==> src/rtl/digi_ota_pkg.sv <==
// Shared types and default parameters for the OTA/comparator measurement sequencer.
package digi_ota_pkg;

    localparam int unsigned SETTLE_CYCLES_DEF = 16;
    localparam int unsigned CNT_W_DEF         = 8;
    localparam int unsigned SYNC_STAGES_DEF   = 2;

    typedef enum logic [1:0] {
        IDLE   = 2'd0,
        SETTLE = 2'd1,
        SAMPLE = 2'd2,
        DONE   = 2'd3
    } state_t;

endpackage

==> src/rtl/digi_ota_sync.sv <==
// Multi-flop synchronizer for the asynchronous comparator output.
module digi_ota_sync
    import digi_ota_pkg::*;
#(
    parameter int unsigned STAGES = SYNC_STAGES_DEF
) (
    input  logic clk,
    input  logic rst,
    input  logic d,
    output logic q
);

    logic [STAGES-1:0] sr;

    always_ff @(posedge clk or posedge rst) begin
        if (rst) begin
            sr <= '0;
        end else begin
            sr <= (sr << 1) | STAGES'(d);
        end
    end

    assign q = sr[STAGES-1];

endmodule

==> src/rtl/digi_ota_seq.sv <==
// Measurement sequencer: enable OTA, settle, count synchronized-high comparator
// samples over a programmable window, then offer the result on valid/ready.
module digi_ota_seq
    import digi_ota_pkg::*;
#(
    parameter int unsigned SETTLE_CYCLES = SETTLE_CYCLES_DEF,
    parameter int unsigned CNT_W         = CNT_W_DEF,
    parameter int unsigned SYNC_STAGES   = SYNC_STAGES_DEF
) (
    input  logic             clk,
    input  logic             rst,
    input  logic             start,
    input  logic             abort,
    input  logic [CNT_W-1:0] win_len,
    input  logic             cmp_in,
    output logic             ota_en,
    output logic             busy,
    output logic             res_valid,
    input  logic             res_ready,
    output logic [CNT_W-1:0] res_ones,
    output logic [CNT_W-1:0] res_len,
    output logic             dropped_start
);

    localparam int unsigned     SET_W    = $clog2(SETTLE_CYCLES + 1);
    localparam logic [SET_W-1:0] SET_LAST = SET_W'(SETTLE_CYCLES - 1);

    state_t           state, state_n;
    logic [SET_W-1:0] set_cnt, set_cnt_n;
    logic [CNT_W-1:0] win, win_n;
    logic [CNT_W-1:0] smp_cnt, smp_cnt_n;
    logic [CNT_W-1:0] ones, ones_n;
    logic [CNT_W-1:0] res_ones_n, res_len_n;
    logic             ota_en_n, busy_n, res_valid_n, dropped_n;
    logic             launch;
    logic             cmp_s;

    digi_ota_sync #(.STAGES(SYNC_STAGES)) u_sync (
        .clk (clk),
        .rst (rst),
        .d   (cmp_in),
        .q   (cmp_s)
    );

    always_ff @(posedge clk or posedge rst) begin
        if (rst) begin
            state         <= IDLE;
            set_cnt       <= '0;
            win           <= '0;
            smp_cnt       <= '0;
            ones          <= '0;
            ota_en        <= 1'b0;
            busy          <= 1'b0;
            res_valid     <= 1'b0;
            res_ones      <= '0;
            res_len       <= '0;
            dropped_start <= 1'b0;
        end else begin
            state         <= state_n;
            set_cnt       <= set_cnt_n;
            win           <= win_n;
            smp_cnt       <= smp_cnt_n;
            ones          <= ones_n;
            ota_en        <= ota_en_n;
            busy          <= busy_n;
            res_valid     <= res_valid_n;
            res_ones      <= res_ones_n;
            res_len       <= res_len_n;
            dropped_start <= dropped_n;
        end
    end

    // A zero-length window enters DONE with res_valid low; DONE raises it one
    // cycle later, which also guarantees the drop on back-to-back starts.
    always_comb begin
        state_n     = state;
        set_cnt_n   = set_cnt;
        win_n       = win;
        smp_cnt_n   = smp_cnt;
        ones_n      = ones;
        ota_en_n    = ota_en;
        res_valid_n = res_valid;
        res_ones_n  = res_ones;
        res_len_n   = res_len;
        dropped_n   = dropped_start;
        launch      = 1'b0;

        case (state)
            IDLE: begin
                launch = start & ~abort;
            end
            SETTLE: begin
                if (set_cnt == SET_LAST) begin
                    state_n   = SAMPLE;
                    smp_cnt_n = '0;
                end else begin
                    set_cnt_n = set_cnt + SET_W'(1);
                end
            end
            SAMPLE: begin
                ones_n    = ones + CNT_W'(cmp_s);
                smp_cnt_n = smp_cnt + CNT_W'(1);
                if (smp_cnt == win - CNT_W'(1)) begin
                    state_n     = DONE;
                    ota_en_n    = 1'b0;
                    res_valid_n = 1'b1;
                    res_ones_n  = ones_n;
                    res_len_n   = win;
                end
            end
            DONE: begin
                if (!res_valid) begin
                    res_valid_n = 1'b1;
                end else if (res_ready) begin
                    res_valid_n = 1'b0;
                    if (start) begin
                        launch = 1'b1;
                    end else begin
                        state_n = IDLE;
                    end
                end else if (start) begin
                    dropped_n = 1'b1;
                end
            end
            default: begin
                state_n = IDLE;
            end
        endcase

        if (launch) begin
            win_n     = win_len;
            ones_n    = '0;
            set_cnt_n = '0;
            smp_cnt_n = '0;
            if (win_len == '0) begin
                state_n     = DONE;
                ota_en_n    = 1'b0;
                res_valid_n = 1'b0;
                res_ones_n  = '0;
                res_len_n   = '0;
            end else begin
                state_n  = SETTLE;
                ota_en_n = 1'b1;
            end
        end

        // Abort wins over start and res_ready; any pending result is discarded.
        if (abort && state != IDLE) begin
            state_n     = IDLE;
            ota_en_n    = 1'b0;
            res_valid_n = 1'b0;
            set_cnt_n   = '0;
            smp_cnt_n   = '0;
            ones_n      = '0;
            res_ones_n  = '0;
            res_len_n   = '0;
            dropped_n   = dropped_start;
        end

        busy_n = (state_n != IDLE);
    end

endmodule

==> config.mk <==
export PLATFORM = sky130hd
export DESIGN_NAME = digi_ota_seq
export DESIGN_NICKNAME = d
export VERILOG_FILES = /design/src/rtl/digi_ota_pkg.sv /design/src/rtl/digi_ota_sync.sv /design/src/rtl/digi_ota_seq.sv
export SDC_FILE = /design/constraint.sdc
export NUM_CORES = 1
export LEC_CHECK = 0
export CORE_ASPECT_RATIO = 0.9
export CORE_MARGIN = 5
export CORE_UTILIZATION = 50
export DETAILED_ROUTE_END_ITERATION = 16
export GPL_TIMING_DRIVEN = 0
export HOLD_SLACK_MARGIN = 0.08
export PLACE_DENSITY = 0.72
export SLEW_MARGIN = 20
export SYNTH_ARGS = -nofsm -noshare
export SYNTH_HDL_FRONTEND = slang
export SYNTH_SLANG_ARGS = --single-unit
==> constraint.sdc <==
create_clock -name clk -period 2.85 [get_ports clk]
set_clock_uncertainty 0.15 [all_clocks]
set_input_delay 0.57 -clock clk [delete_from_list [all_inputs] [get_ports clk]]
set_output_delay 0.57 -clock clk [all_outputs]
set_load 0.005 [all_outputs]
==> impl_metrics.json <==
{
  "cts_setup_buffers": 0,
  "grt_use_total_pct": 17.2,
  "swShare_pct": 33.2,
  "layout_common_cells": "53 x dfrtp_1, 52 x nand2_1, 33 x clkdlybuf4s50_1",
  "antenna_found_initial": 0,
  "cts_buffer_depth": 2,
  "hpwlAfterDp_um": 4410,
  "syn_nets": 324,
  "layout_min_cycle_time_ns": 2.53,
  "antenna_cells": 0,
  "final_nets": 364,
  "async_reset_ff_share_pct": 100,
  "num_vias": 2267,
  "netlist_area_um2": 2960,
  "grt_overflow_total": 0,
  "relSlewSlack_pct": 56.3,
  "seqPwrFrac_pct": 43.0,
  "p_int_uw": 1440,
  "grt_busiest_layer": "met2",
  "critPathMaxFanout": 10,
  "pwr-share-clk_pct": 24.8,
  "clock_sinks": 53,
  "ioPinCount": 34,
  "wl_per_cell_um": 15.0,
  "ys_ff_latch": 53,
  "critPathCaptureType": "flop",
  "wirelength_um": 6170,
  "area_growth_pct": 18.1,
  "via_per_inst": 5.52,
  "hold_depth": 0,
  "dieWidth_um": 91.1,
  "min_period_over_period_pct": 88.7,
  "synthTopCellsByArea": "dfrtp_1 45%, nand2_1 6.6%, mux2i_1 6.1%",
  "start_kind": "input port",
  "ctsResizeCount": 0,
  "dieArea_um2": 7570,
  "dp_cells": 403,
  "p_total_uw": 2160,
  "arrival_ns": 2.57,
  "instances_no_fill": 411,
  "syn-mean-instance-area_um2": 9.88,
  "synthFlopType": "dfrtp_1",
  "setup_tns_ns": 0,
  "cts.htree.levels": 2,
  "clkLatencyLatePin_ns": 0.31,
  "r2r_cells": 10,
  "first_pass_iters": 4,
  "finalHoldViolations": 0,
  "met3_usage_pct": 3.07,
  "final_max_slew_viol_count": 0,
  "reg2reg_slack_ns": 0.36,
  "grt_pass1_wl_um": 11000,
  "reg2reg_from": "win[0]",
  "grt_util_met1_pct": 25.3,
  "fmax_mhz": 396,
  "cts_buffers": 5,
  "r2r_end": "res_ones[5]",
  "ys_seq_area_share_pct": 44.8,
  "port_buffers": 33,
  "ir_worst_vdd_uv": 404,
  "start_util_pct": 51.7,
  "rsz0062_at_grt": "no",
  "place_congestion": 0.797,
  "ys_warn_count": 0,
  "max-cap-violations": 0,
  "dpl_cell_area_um2": 3380,
  "holdBufCountCts": 0,
  "pwr_density_cell_nw_per_um2": 617,
  "critPathKind": "input port to flop",
  "ant_nets": 0,
  "grtUsageMet2_pct": 26.5,
  "tightest_slew_ns": 0.655,
  "min_from": "u_sync.sr[0]",
  "core_area_um2": 5730,
  "synth-edff-count": 0,
  "cts-root-buf": "clkbuf_8",
  "dr.first_iter.drc_count": 122,
  "drc_errors": 0,
  "dp_slack_ns": 0.0188,
  "crit_slowest_cell": "nor4_1",
  "syn_inst": 300,
  "synth_cell_type_count": 52,
  "setup_slack_ns": 0.323,
  "min_to": "u_sync.sr[1]",
  "cp.required_ns": 2.90,
  "cpPeakStageDelay_ns": 0.55,
  "final_common_cell": "dfrtp_1",
  "path_common_cell": "buf_2",
  "fin_area_um2": 3500,
  "cts_tree": "yes",
  "p_leak_uw": 0.00154,
  "setup_viol": 0,
  "crit_chain": "clkdlybuf4s50_1 -> nor4_1 -> o2111ai_1 -> and2_1 -> buf_2 -> buf_2 -> nand2_1 -> mux2i_1",
  "synth_top_area_cell": "dfrtp_1",
  "layout-drive-gt1-share_pct": 9.68,
  "combPwrFrac_pct": 32.3,
  "rows": 26,
  "outcome": "completed",
  "dieHeight_um": 83.0,
  "grt_pass1_vias": 2268,
  "yosys.area.top_type_share_pct": 44.8,
  "switchingPower_uw": 716,
  "path_clk_slew_ns": 0.09,
  "hold_path.class": "flop to flop",
  "grt_max_degree": 54
}
worst max-delay path: cells and delay by family:
kind | cells | cell delay, ns
mux | 1 | 0.07
buf+inv | 3 | 0.79
compound gates | 1 | 0.27
simple gates | 3 | 0.86
worst max path at each step:
stage                    start    endpoint  cells after the start
floorplan               win[0]  res_len[5]                     10
global placement           rst      win[6]                      2
detailed placement  win_len[3]  res_len[5]                      8
CTS                 win_len[3]  res_len[5]                      8
global route            win[0]  res_len[5]                     10
finish              win_len[3]  res_len[5]                      8
per-layer routing:
| metal | vias up | wire length, um |
|---|---|---|
| met2 | 49 | 2790 |
| met4 | 0 | 67 |
| met5 | - | 0 |
| li1 | 1109 | - |
| met3 | 6 | 273 |
| met1 | 1103 | 3040 |
power groups by stage:
stage	clock, uW	combinational, uW	sequential (uW)
6_report	535	697	928
5_1_grt	571	784	945
4_1_cts	548	702	928
3_5_place_dp	0	696	943
3_3_place_gp	0	676	942
2_1_floorplan	0	521	923
cell usage after synthesis, types with 4 or more instances:
master    number
nor3_1         6
nor2_1        24
xnor2_1       13
ha_1          10
dfrtp_1       53
mux2_2         6
mux2i_1       18
a21oi_1        9
buf_2          7
o21ai_0        4
nand3_1        6
and3_1         5
a211oi_1       4
nand2b_1       4
xor2_1        17
inv_1         11
nand2_1       52
sequential cells by signal (all words and copies together) (netlist names):
signal / cells
busy: 1
dropped_start: 1
ones: 8
ota_en: 1
res_len: 8
res_ones: 8
res_valid: 1
set_cnt: 5
smp_cnt: 8
state: 2
u_sync.sr: 2
win: 8
cell families after synthesis:
family	synth area share (%)
xor+xnor	8.87
fa+ha+maj	4.22
flops	44.8
buf+inv	4.69
compound gates	10.3
simple gates	18.8
mux	8.36
stage by stage:
| step | util (%) | hold slack (ns) |
|---|---|---|
| 6_report | 61.1 | 0.211 |
| 3_3_place_gp | 59.0 | 0.183 |
| 2_1_floorplan | - | 0.181 |
| 5_1_grt | 61.1 | 0.234 |
| 3_5_place_dp | 59.1 | 0.193 |
| 4_1_cts | 61.1 | 0.215 |
area by class of cell:
| type | count | area, um2 |
|---|---|---|
| multi-input cells | 220 | 1500 |
| clock inverters | 1 | 30.0 |
| clock buffers | 7 | 86.3 |
| well taps | 70 | 87.6 |
| plain buffers | 16 | 97.6 |
| fillers | 527 | 2230 |
| inverters | 11 | 43.8 |
| repair buffers | 33 | 330 |
| flip-flops and latches | 53 | 1330 |
(Power assumes the default switching activity.)
